==> src/rtl/alu_imm_iq.sv <==
// alu_imm_iq: issue queue for the ALU reg-imm pipeline.
// Collapsing age-ordered queue (entry 0 oldest). Each cycle the oldest entry whose
// operand A is available (x0, already in PRF, bus forward or fast forward) is
// offered to the pipeline with its A source tagged.
// Optional feature macro: ALU_IMM_IQ_FAST_FORWARD_EN enables fast-forward wakeup;
// when undefined the fast_forward_* inputs are ignored.
module alu_imm_iq #(
   parameter int IQ_ENTRIES                  = 8,
   parameter int FAST_FORWARD_PIPE_COUNT     = 4,
   parameter int LOG_FAST_FORWARD_PIPE_COUNT = $clog2(FAST_FORWARD_PIPE_COUNT),
   parameter int PRF_BANK_COUNT              = 4,
   parameter int LOG_PRF_BANK_COUNT          = $clog2(PRF_BANK_COUNT),
   parameter int LOG_PR_COUNT                = 7,
   parameter int LOG_ROB_ENTRIES             = 7
) (
   input  logic                                    CLK,
   input  logic                                    RST,
   // dispatch
   input  logic                                    dispatch_valid,
   input  logic [3:0]                              dispatch_op,
   input  logic [11:0]                             dispatch_imm12,
   input  logic [LOG_PR_COUNT-1:0]                 dispatch_A_PR,
   input  logic                                    dispatch_A_ready,
   input  logic                                    dispatch_A_is_zero,
   input  logic [LOG_PR_COUNT-1:0]                 dispatch_dest_PR,
   input  logic [LOG_ROB_ENTRIES-1:0]              dispatch_ROB_index,
   output logic                                    dispatch_ready,
   // writeback bus forward notifications
   input  logic [PRF_BANK_COUNT-1:0]               WB_bus_valid_by_bank,
   input  logic [PRF_BANK_COUNT-1:0][LOG_PR_COUNT-LOG_PRF_BANK_COUNT-1:0] WB_bus_upper_PR_by_bank,
   // fast forward notifications
   input  logic [FAST_FORWARD_PIPE_COUNT-1:0]      fast_forward_notif_valid_by_pipe,
   input  logic [FAST_FORWARD_PIPE_COUNT-1:0][LOG_PR_COUNT-1:0] fast_forward_notif_PR_by_pipe,
   // issue bundle
   output logic                                    issue_valid,
   output logic [3:0]                              issue_op,
   output logic [11:0]                             issue_imm12,
   output logic                                    issue_A_is_reg,
   output logic                                    issue_A_is_bus_forward,
   output logic                                    issue_A_is_fast_forward,
   output logic [LOG_FAST_FORWARD_PIPE_COUNT-1:0]  issue_A_fast_forward_pipe,
   output logic [LOG_PRF_BANK_COUNT-1:0]           issue_A_bank,
   output logic [LOG_PR_COUNT-1:0]                 issue_dest_PR,
   output logic [LOG_ROB_ENTRIES-1:0]              issue_ROB_index,
   input  logic                                    issue_ready,
   // PRF read request
   output logic                                    PRF_req_A_valid,
   output logic [LOG_PR_COUNT-1:0]                 PRF_req_A_PR
);

   localparam int UPPER_W = LOG_PR_COUNT - LOG_PRF_BANK_COUNT;
   localparam int CNT_W   = $clog2(IQ_ENTRIES + 1);
   localparam int IDX_W   = (IQ_ENTRIES > 1) ? $clog2(IQ_ENTRIES) : 1;
   localparam logic [CNT_W-1:0] FULL = CNT_W'(IQ_ENTRIES);

   // control state
   logic [CNT_W-1:0]            r_count;
   logic                        r_dispatch_ready;

   // entry payload (not reset: validity comes from r_count)
   logic [3:0]                  r_op       [IQ_ENTRIES];
   logic [11:0]                 r_imm12    [IQ_ENTRIES];
   logic [LOG_PR_COUNT-1:0]     r_A_PR     [IQ_ENTRIES];
   logic                        r_A_ready  [IQ_ENTRIES];
   logic                        r_A_is_zero[IQ_ENTRIES];
   logic [LOG_PR_COUNT-1:0]     r_dest_PR  [IQ_ENTRIES];
   logic [LOG_ROB_ENTRIES-1:0]  r_ROB_index[IQ_ENTRIES];

   // next-state payload
   logic [3:0]                  w_n_op       [IQ_ENTRIES];
   logic [11:0]                 w_n_imm12    [IQ_ENTRIES];
   logic [LOG_PR_COUNT-1:0]     w_n_A_PR     [IQ_ENTRIES];
   logic                        w_n_A_ready  [IQ_ENTRIES];
   logic                        w_n_A_is_zero[IQ_ENTRIES];
   logic [LOG_PR_COUNT-1:0]     w_n_dest_PR  [IQ_ENTRIES];
   logic [LOG_ROB_ENTRIES-1:0]  w_n_ROB_index[IQ_ENTRIES];

   // wakeup / select
   logic [IQ_ENTRIES-1:0]                  w_valid;
   logic [IQ_ENTRIES-1:0]                  w_bus_hit;
   logic [IQ_ENTRIES-1:0]                  w_ff_hit;
   logic [LOG_FAST_FORWARD_PIPE_COUNT-1:0] w_ff_pipe [IQ_ENTRIES];
   logic [IQ_ENTRIES-1:0]                  w_issuable;
   logic [IDX_W-1:0]                       w_sel;
   logic                                   w_any;
   logic                                   w_fire;
   logic                                   w_disp_fire;
   logic                                   w_disp_bus_hit;
   logic [LOG_PRF_BANK_COUNT-1:0]          w_disp_bank;
   logic [CNT_W-1:0]                       w_disp_idx;
   logic [CNT_W-1:0]                       w_count_next;

   assign dispatch_ready = r_dispatch_ready;

   // Bus-forward wakeup for stored entries: bank selects the bus, upper PR bits must match
   always_comb begin
      for (int i = 0; i < IQ_ENTRIES; i++) begin
         w_valid[i]   = (CNT_W'(i) < r_count);
         w_bus_hit[i] = WB_bus_valid_by_bank[r_A_PR[i][LOG_PRF_BANK_COUNT-1:0]] &&
                        (WB_bus_upper_PR_by_bank[r_A_PR[i][LOG_PRF_BANK_COUNT-1:0]] ==
                         r_A_PR[i][LOG_PR_COUNT-1:LOG_PRF_BANK_COUNT]);
      end
   end

`ifdef ALU_IMM_IQ_FAST_FORWARD_EN
   // Fast-forward wakeup: scan pipes high to low so the lowest matching pipe wins
   always_comb begin
      for (int i = 0; i < IQ_ENTRIES; i++) begin
         w_ff_hit[i]  = 1'b0;
         w_ff_pipe[i] = '0;
         for (int p = FAST_FORWARD_PIPE_COUNT - 1; p >= 0; p--) begin
            if (fast_forward_notif_valid_by_pipe[p] &&
                (fast_forward_notif_PR_by_pipe[p] == r_A_PR[i])) begin
               w_ff_hit[i]  = 1'b1;
               w_ff_pipe[i] = LOG_FAST_FORWARD_PIPE_COUNT'(p);
            end
         end
      end
   end
`else
   logic w_unused_ff;
   assign w_unused_ff = ^{fast_forward_notif_valid_by_pipe, fast_forward_notif_PR_by_pipe};

   // Fast forward disabled: no entry ever wakes from a fast-forward notification
   always_comb begin
      for (int i = 0; i < IQ_ENTRIES; i++) begin
         w_ff_hit[i]  = 1'b0;
         w_ff_pipe[i] = '0;
      end
   end
`endif

   // Oldest-first select among entries whose operand A is available now
   always_comb begin
      w_sel = '0;
      w_any = 1'b0;
      for (int i = IQ_ENTRIES - 1; i >= 0; i--) begin
         w_issuable[i] = w_valid[i] &&
                         (r_A_is_zero[i] || r_A_ready[i] || w_bus_hit[i] || w_ff_hit[i]);
         if (w_issuable[i]) begin
            w_sel = IDX_W'(i);
            w_any = 1'b1;
         end
      end
   end

   assign w_fire         = w_any & issue_ready;
   assign w_disp_fire    = dispatch_valid & r_dispatch_ready;
   assign w_disp_bank    = dispatch_A_PR[LOG_PRF_BANK_COUNT-1:0];
   assign w_disp_bus_hit = WB_bus_valid_by_bank[w_disp_bank] &&
                           (WB_bus_upper_PR_by_bank[w_disp_bank] ==
                            dispatch_A_PR[LOG_PR_COUNT-1:LOG_PRF_BANK_COUNT]);
   // the new op lands right after the surviving entries
   assign w_disp_idx     = r_count - CNT_W'(w_fire);
   assign w_count_next   = r_count - CNT_W'(w_fire) + CNT_W'(w_disp_fire);

   // Issue bundle: source priority x0 > PRF > bus forward > fast forward
   always_comb begin
      issue_valid               = w_any;
      issue_op                  = '0;
      issue_imm12               = '0;
      issue_A_is_reg            = 1'b0;
      issue_A_is_bus_forward    = 1'b0;
      issue_A_is_fast_forward   = 1'b0;
      issue_A_fast_forward_pipe = '0;
      issue_A_bank              = '0;
      issue_dest_PR             = '0;
      issue_ROB_index           = '0;
      PRF_req_A_valid           = 1'b0;
      PRF_req_A_PR              = '0;
      if (w_any) begin
         issue_op        = r_op[w_sel];
         issue_imm12     = r_imm12[w_sel];
         issue_dest_PR   = r_dest_PR[w_sel];
         issue_ROB_index = r_ROB_index[w_sel];
         if (r_A_is_zero[w_sel]) begin
            issue_A_is_reg = 1'b0;
         end else if (r_A_ready[w_sel]) begin
            issue_A_is_reg = 1'b1;
         end else if (w_bus_hit[w_sel]) begin
            issue_A_is_bus_forward = 1'b1;
            issue_A_bank           = r_A_PR[w_sel][LOG_PRF_BANK_COUNT-1:0];
         end else if (w_ff_hit[w_sel]) begin
            issue_A_is_fast_forward   = 1'b1;
            issue_A_fast_forward_pipe = w_ff_pipe[w_sel];
         end
         PRF_req_A_valid = issue_ready & issue_A_is_reg;
         if (PRF_req_A_valid) begin
            PRF_req_A_PR = r_A_PR[w_sel];
         end
      end
   end

   // Next payload: collapse above the issued slot, latch bus wakeups, insert dispatch
   always_comb begin
      for (int i = 0; i < IQ_ENTRIES; i++) begin
         w_n_op[i]        = r_op[i];
         w_n_imm12[i]     = r_imm12[i];
         w_n_A_PR[i]      = r_A_PR[i];
         w_n_A_ready[i]   = r_A_ready[i] | w_bus_hit[i];
         w_n_A_is_zero[i] = r_A_is_zero[i];
         w_n_dest_PR[i]   = r_dest_PR[i];
         w_n_ROB_index[i] = r_ROB_index[i];
      end
      for (int i = 0; i < IQ_ENTRIES - 1; i++) begin
         if (w_fire && (IDX_W'(i) >= w_sel)) begin
            w_n_op[i]        = r_op[i+1];
            w_n_imm12[i]     = r_imm12[i+1];
            w_n_A_PR[i]      = r_A_PR[i+1];
            w_n_A_ready[i]   = r_A_ready[i+1] | w_bus_hit[i+1];
            w_n_A_is_zero[i] = r_A_is_zero[i+1];
            w_n_dest_PR[i]   = r_dest_PR[i+1];
            w_n_ROB_index[i] = r_ROB_index[i+1];
         end
      end
      for (int i = 0; i < IQ_ENTRIES; i++) begin
         if (w_disp_fire && (CNT_W'(i) == w_disp_idx)) begin
            w_n_op[i]        = dispatch_op;
            w_n_imm12[i]     = dispatch_imm12;
            w_n_A_PR[i]      = dispatch_A_PR;
            w_n_A_ready[i]   = dispatch_A_ready | w_disp_bus_hit;
            w_n_A_is_zero[i] = dispatch_A_is_zero;
            w_n_dest_PR[i]   = dispatch_dest_PR;
            w_n_ROB_index[i] = dispatch_ROB_index;
         end
      end
   end

   // Occupancy and registered dispatch_ready (reset empties the queue)
   always_ff @(posedge CLK or posedge RST) begin
      if (RST) begin
         r_count          <= '0;
         r_dispatch_ready <= 1'b1;
      end else begin
         r_count          <= w_count_next;
         r_dispatch_ready <= (w_count_next < FULL);
      end
   end

   // Entry payload registers
   always_ff @(posedge CLK) begin
      for (int i = 0; i < IQ_ENTRIES; i++) begin
         r_op[i]        <= w_n_op[i];
         r_imm12[i]     <= w_n_imm12[i];
         r_A_PR[i]      <= w_n_A_PR[i];
         r_A_ready[i]   <= w_n_A_ready[i];
         r_A_is_zero[i] <= w_n_A_is_zero[i];
         r_dest_PR[i]   <= w_n_dest_PR[i];
         r_ROB_index[i] <= w_n_ROB_index[i];
      end
   end

endmodule

==> config.mk <==
export PLATFORM = sky130hd
export DESIGN_NAME = alu_imm_iq
export DESIGN_NICKNAME = d
export VERILOG_FILES = /design/src/rtl/alu_imm_iq.sv
export SDC_FILE = /design/constraint.sdc
export NUM_CORES = 1
export LEC_CHECK = 0
export CAP_MARGIN = 20
export CELL_PAD_IN_SITES_DETAIL_PLACEMENT = 1
export CELL_PAD_IN_SITES_GLOBAL_PLACEMENT = 1
export CORE_ASPECT_RATIO = 2
export CORE_MARGIN = 5
export CORE_UTILIZATION = 35
export DETAILED_ROUTE_END_ITERATION = 8
export DONT_BUFFER_PORTS = 1
export PLACE_DENSITY_LB_ADDON = 0.1
export SYNTH_ARGS = -nofsm -noshare
export SYNTH_HDL_FRONTEND = slang
export SYNTH_SLANG_ARGS = --single-unit
export TNS_END_PERCENT = 50
==> constraint.sdc <==
create_clock -name CLK -period 6.1 [get_ports CLK]
set_input_delay 0.61 -clock CLK [delete_from_list [all_inputs] [get_ports CLK]]
set_output_delay 0.61 -clock CLK [all_outputs]
set_load 0.1 [all_outputs]
# [Word-level counts from Yosys, hierarchy flattened]
# Memory sizes are Yosys's and may differ from the RTL's.
# Index checks and enable logic that the tools add are counted.
[word_totals] reg_bits=5 mem_bits_rw=312 mem_bits_ro=24 inputBits=99 out_inout_bits=47 elab_cells=310 memories=9
[classes] add_sub_neg=2 order_cmp=27 eq_ne=17 muxes=191 bitwise=13 reduce_logical=49
[memory_table] name="r_imm12" depth=8 width=12 read_ports=8 rd_ports_with_merged_regs=0 wr=8 line_no="62" source="logic [11:0] r_imm12 [IQ_ENTRIES];"
[memory_table] name="r_A_PR" depth=8 width=7 read_ports=9 rd_ports_with_merged_regs=0 wr=8 line_no="63" source="logic [LOG_PR_COUNT-1:0] r_A_PR [IQ_ENTRIES];"
[memory_table] name="r_ROB_index" depth=8 width=7 read_ports=8 rd_ports_with_merged_regs=0 wr=8 line_no="67" source="logic [LOG_ROB_ENTRIES-1:0] r_ROB_index[IQ_ENTRIES];"
[memory_table] name="r_dest_PR" depth=8 width=7 read_ports=8 rd_ports_with_merged_regs=0 wr=8 line_no="66" source="logic [LOG_PR_COUNT-1:0] r_dest_PR [IQ_ENTRIES];"
[memory_table] name="r_op" depth=8 width=4 read_ports=8 rd_ports_with_merged_regs=0 wr=8 line_no="61" source="logic [3:0] r_op [IQ_ENTRIES];"
[memory_table] name="(no name shown)" depth=8 width=2 read_ports=1 rd_ports_with_merged_regs=0 wr=0 line_no="185" source="issue_A_fast_forward_pipe = w_ff_pipe[w_sel];"
[memory_table] name="+3 memories"
[ops] operator="two-way mux 7 bit" n=49
[ops] operator="two-way mux 12 bit" n=16
[ops] operator="binary-select mux 5 bit (select 2 bit)" n=9
[ops] operator="two-way mux 4 bit" n=16
[ops] operator="two-way mux 1 bit" n=63
[ops] operator="== test 5 bit" n=9
[ops] operator="two-way mux 5 bit" n=9
[ops] operator="logical AND 1 bit" n=32
[ops] operator="less-than comparator 2 x 3 -> 1 bit, second input constant" n=9
[ops] operator="two-way mux 3 bit" n=8
[ops] operator="two-way mux 2 bit" n=11
[ops] operator="binary-select mux 1 bit (select 2 bit)" n=9
[ops] operator="== test 3 x 4 -> 1 bit, first input constant" n=4
[ops] operator="logical OR 1 bit" n=16
[ops] operator="less-than comparator 3 x 4 -> 1 bit, first input constant" n=4
[ops] operator="greater-or-equal comparator 3 bit, first input constant" n=3
[ops] operator="OR 1 bit" n=9
[ops] operator="== test 2 x 4 -> 1 bit, first input constant" n=2
[ops] operator="less-than comparator 1 x 4 -> 1 bit, first input constant" n=2
[ops] operator="less-than comparator 2 x 4 -> 1 bit, first input constant" n=2
[ops] operator="greater-or-equal comparator 1 x 3 -> 1 bit, first input constant" n=2
[ops] operator="greater-or-equal comparator 2 x 3 -> 1 bit, first input constant" n=2
[ops] operator="adder 4 x 1 -> 4 bit" n=1
[ops] operator="== test 1 x 4 -> 1 bit, first input constant" n=1
[ops] operator="9 further kinds" n=11

# [Logic depth before layout (Yosys ltp)]
# An unclocked memory read counts as a cell.
[depth] word_depth=24 depth_mapped=21

# [Least setup slack after synthesis]
# No wires, ideal clock.
[synth_path] kind="input port to output port" from="input port WB_bus_upper_PR_by_bank[17] (netlist bit)" to="output port issue_A_bank[0]" arrival_time_ns=6.152 path_slack_ns=-0.662 cell_stages=13 path_buffers=3 cell_sequence="clkbuf_1 > mux4_2 > xor2_1 > nor2_1 > o2111a_1 > or2_2 > or4_4 > buf_6 > o21ai_4 > buf_4 > a211o_1 > nand4_1 > nor4b_1"
[synth_between] elab_chain_cells=20
[synth_lines] item="start: declaration" line_no="30" source="input logic [PRF_BANK_COUNT-1:0][LOG_PR_COUNT-LOG_PRF_BANK_COUNT-1:0] WB_bus_upper_PR_by_bank,"
[synth_lines] item="binary-select mux 5 bit (select 2 bit)" line_no="100" source="(WB_bus_upper_PR_by_bank[r_A_PR[i][LOG_PRF_BANK_COUNT-1:0]] =="
[synth_lines] item="two-way mux 5 bit (implied by the code)" line_no="100"
[synth_lines] item="== test 5 bit" line_no="100"
[synth_lines] item="logical AND 1 bit" line_no="99" source="w_bus_hit[i] = WB_bus_valid_by_bank[r_A_PR[i][LOG_PRF_BANK_COUNT-1:0]] &&"
[synth_lines] item="logical OR 1 bit" line_no="139" source="(r_A_is_zero[i] || r_A_ready[i] || w_bus_hit[i] || w_ff_hit[i]);"
[synth_lines] item="logical AND 1 bit" line_no="138" source="w_issuable[i] = w_valid[i] &&"
[synth_lines] item="two-way mux 3 bit (8 in a row)" line_no="140" source="if (w_issuable[i]) begin"
[synth_lines] item="binary-select mux 1 bit (select 3 bit)" line_no="180" source="end else if (w_bus_hit[w_sel]) begin"
[synth_lines] item="two-way mux 1 bit (implied by the code)" line_no="180"
[synth_lines] item="two-way mux 2 bit" line_no="180"
[synth_lines] item="two-way mux 2 bit" line_no="178" source="end else if (r_A_ready[w_sel]) begin"
[synth_lines] item="two-way mux 2 bit" line_no="176" source="if (r_A_is_zero[w_sel]) begin"
[synth_lines] item="two-way mux 2 bit (*)" line_no="171" source="if (w_any) begin"
[synth_lines] item="end: declaration" line_no="42" source="output logic [LOG_PRF_BANK_COUNT-1:0] issue_A_bank,"
# Mark *: on every way between the ends. The rest lies on a longest branch, timed or not. The select of a mux whose other input is x is not followed.

==> flow_summary_export.csv <==
group,metric,value,unit
outcome,status,"completed",
min_path,holdPathEnd,"r_A_PR[7][5]$_DFFE_PP_",
min_path,hold_depth,0,
route,drt_iter0_markers,614,
timing,setup_ws,0.176,ns
timing,max_freq,0.169,GHz
setup_path,cp-start-kind,"flip-flop",
global_route,grt.overflow.total,0,
clocking,cts_num_sinks,317,
route,drt-wirelength-per-cell,31.5,um
timing,rsz0062_at_grt,"false",
timing,worstMarginPinSlew,0.827,ns
synthesis,ys_types,76,
placement,place_congestion,0.888,
synthesis,syn_area_per_cell,13.0,um2
floorplanning,initial_core_util,35.1,%
route,firstDrtPassIters,5,
timing,fin_crit_sh,97.1,%
route,wirelength,66300,um
final_layout,stdcell_count,2105,
synthesis,synthTopCellsByArea,"edfxtp_1 (50%), mux2_2 (18%), mux4_2 (4.1%)",
clocking,clk_latency,0.60,ns
global_route,grt_max_degree,61,
clocking,clk_path_buf_depth,3,
synthesis,syn_inst,1397,
setup_path,critical_path.cell_chain,"mux4_2, xnor2_1, nand4_1, o31ai_1, nor3_2, nand4_1, nor2_1, a221oi_1, o211a_1, buf_12, nor4_4, buf_16",
setup_path,critPathRequiredTime,5.49,ns
clocking,htreeDepth,1,
timing,timing.final.crit_period,5.92,ns
global_route,grt_pass1_wl,95200,um
placement,dp_slack,0.364,ns
clocking,cts_buffers,31,
setup_path,r2r_end,"r_dest_PR[3][1]$_DFFE_PP_",
floorplanning,dieArea,56800,um2
floorplanning,num_io_pins,146,
timing,report.final.setup_viol,0,
final_layout,num_antenna_cells,0,
route,num_vias,12400,
route,route.antenna.remaining_nets,0,
global_route,grt_util_all_layers,22.8,%
synthesis,yosysTopAreaCell,"edfxtp_1",
synthesis,yosysWarningCount,0,
final_layout,final_layout_size_suffix_gt1_share,38.6,%
placement,io_buffers,0,
timing,hold-worst-slack,0.100,ns
final_layout,nNetsFinal,1526,
final_layout,final_cell_mix,"edfxtp_1 (304), mux2_2 (291), buf_4 (85)",
min_path,min_from,"dispatch_A_PR[5]",
setup_path,crit_slowest_cell,"edfxtp_1",
clocking,root_buffer,"clkbuf_16",
setup_path,crit_family,"simple AND/OR/NAND/NOR gates",
setup_path,path_max_fanout,10,
global_route,antenna_found_initial,0,
synthesis,synthFlopType,"edfxtp_1",
clocking,clk_pin_slew,0.07,ns
flow_run,cap_violations,0,
placement,dp_hpwl,45100,um
placement,dp.cells,2049,
synthesis,ys_ff_latch,317,
timing,slew_viol_final,0,
setup_path,ff2ff_path_depth,17,
setup_path,worst_ep_arrival_time,5.31,ns
floorplanning,die_y,332,um
route,via_per_inst,5.91,
min_path,hp-class,"input port to flip-flop",
synthesis,netlist_area,18200,um2
setup_path,cp-end-kind,"primary output",
floorplanning,rows,118,
timing,clock_skew,0.0230,ns
synthesis,synthArstFlopShare,1.58,%
route,drc,0,
synthesis,yosys.area.top_type_share,50.3,%
global_route,grt_pass1_vias,13800,
timing,slew_headroom,44.9,%
synthesis,seq_area_frac_synth,51.8,%
clocking,tritoncts,"done",
setup_path,timing.rr.start,"r_A_PR[5][0]$_DFFE_PP_",
floorplanning,coreArea,51700,um2
floorplanning,die-width,171,um
setup_path,path_buf_inv,2,
setup_path,slowest_delay,0.75,ns
clocking,post_cts_buffers,0,
final_layout,area_growth,15.2,%
setup_path,path_common_cell,"nand4_1",
synthesis,synth_edf_count,304,
setup_path,ff2ff_setup_slack,0.32,ns
timing,hold_viol,0,
final_layout,final_common_cell,"edfxtp_1",
setup_path,crit_type,"flip-flop to primary output",
## cells by family (layout without fill, tap and decap cells)
family / count (synthesis) / in the layout / synth area share, %
muxes: 357 / 357 / 24.0
and+or+nand+nor: 259 / 259 / 7.58
AOI/OAI and AO/OA: 247 / 247 / 9.32
adders and majority gates: 4 / 4 / 0.276
xor gates and xnor gates: 71 / 71 / 3.42
buffers and inverters: 141 / 187 / 3.58
other: 1 / 3 / 0.0206
DFF: 317 / 317 / 51.8
## cell usage after synthesis, drive strengths merged, types with 22 or more instances
cell,number
o22ai,62
nor2,83
mux2,291
edfxtp,304
mux2i,33
xor2,38
buf,60
or3,55
o21ai,53
a21oi,37
nand2,47
a211oi,22
xnor2,33
mux4,33
clkbuf,62
## worst max-delay path by stage
stage,end,cells after the start,start
2_1_floorplan,issue_A_bank[1],13,WB_bus_upper_PR_by_bank[17]
3_3_place_gp,r_dest_PR[3][6]$_DFFE_PP_,17,r_A_PR[5][0]$_DFFE_PP_
3_5_place_dp,r_imm12[3][7]$_DFFE_PP_,17,r_A_PR[5][0]$_DFFE_PP_
4_1_cts,PRF_req_A_PR[2],13,r_A_PR[1][0]$_DFFE_PP_
5_1_grt,PRF_req_A_PR[2],12,r_A_PR[5][0]$_DFFE_PP_
6_report,PRF_req_A_PR[4],12,r_A_PR[5][0]$_DFFE_PP_
## final cells by class
type / instances / area (um2)
inverter: 19 / 71.3
timing repair buffer: 113 / 1250
clock inverter: 21 / 215
tap: 660 / 826
multi-input combinational: 941 / 8350
fill: 5361 / 30800
sequential: 317 / 9420
clock buffer: 34 / 787
## metal layers
metal	share of wire, %	GRT usage [%]
met2	54	43.1
met1	37	25.0
met4	4.9	9.79
met3	4.0	3.06
met5	0	0
## registers in the layout (all words and copies together), names as in the netlist
signal	count
r_imm12	96
r_A_PR	56
r_ROB_index	56
r_dest_PR	56
r_op	32
r_A_is_zero	8
r_A_ready	8
r_count	4
dispatch_ready	1
## per-stage QoR
stage                     util (%)  setup TNS, ns  instance area, um2
final                         40.5              0               20900
after global routing          40.5              0               20900
after CTS                     40.5              0               20900
after detailed placement      38.5              0               19900
after global placement        38.5              0               19900
after floorplan                  -          -1.08               18200
## repair_timing
action | CTS | global route
endpoints found under the hold margin | 5 | 0
gates resized for setup | 0 | 1
endpoints found under the setup margin | 0 | 1
hold buffers | 1 | 0
Power is not shown: default switching activity piles up to over one toggle a cycle in this logic, so the estimate is an artifact.
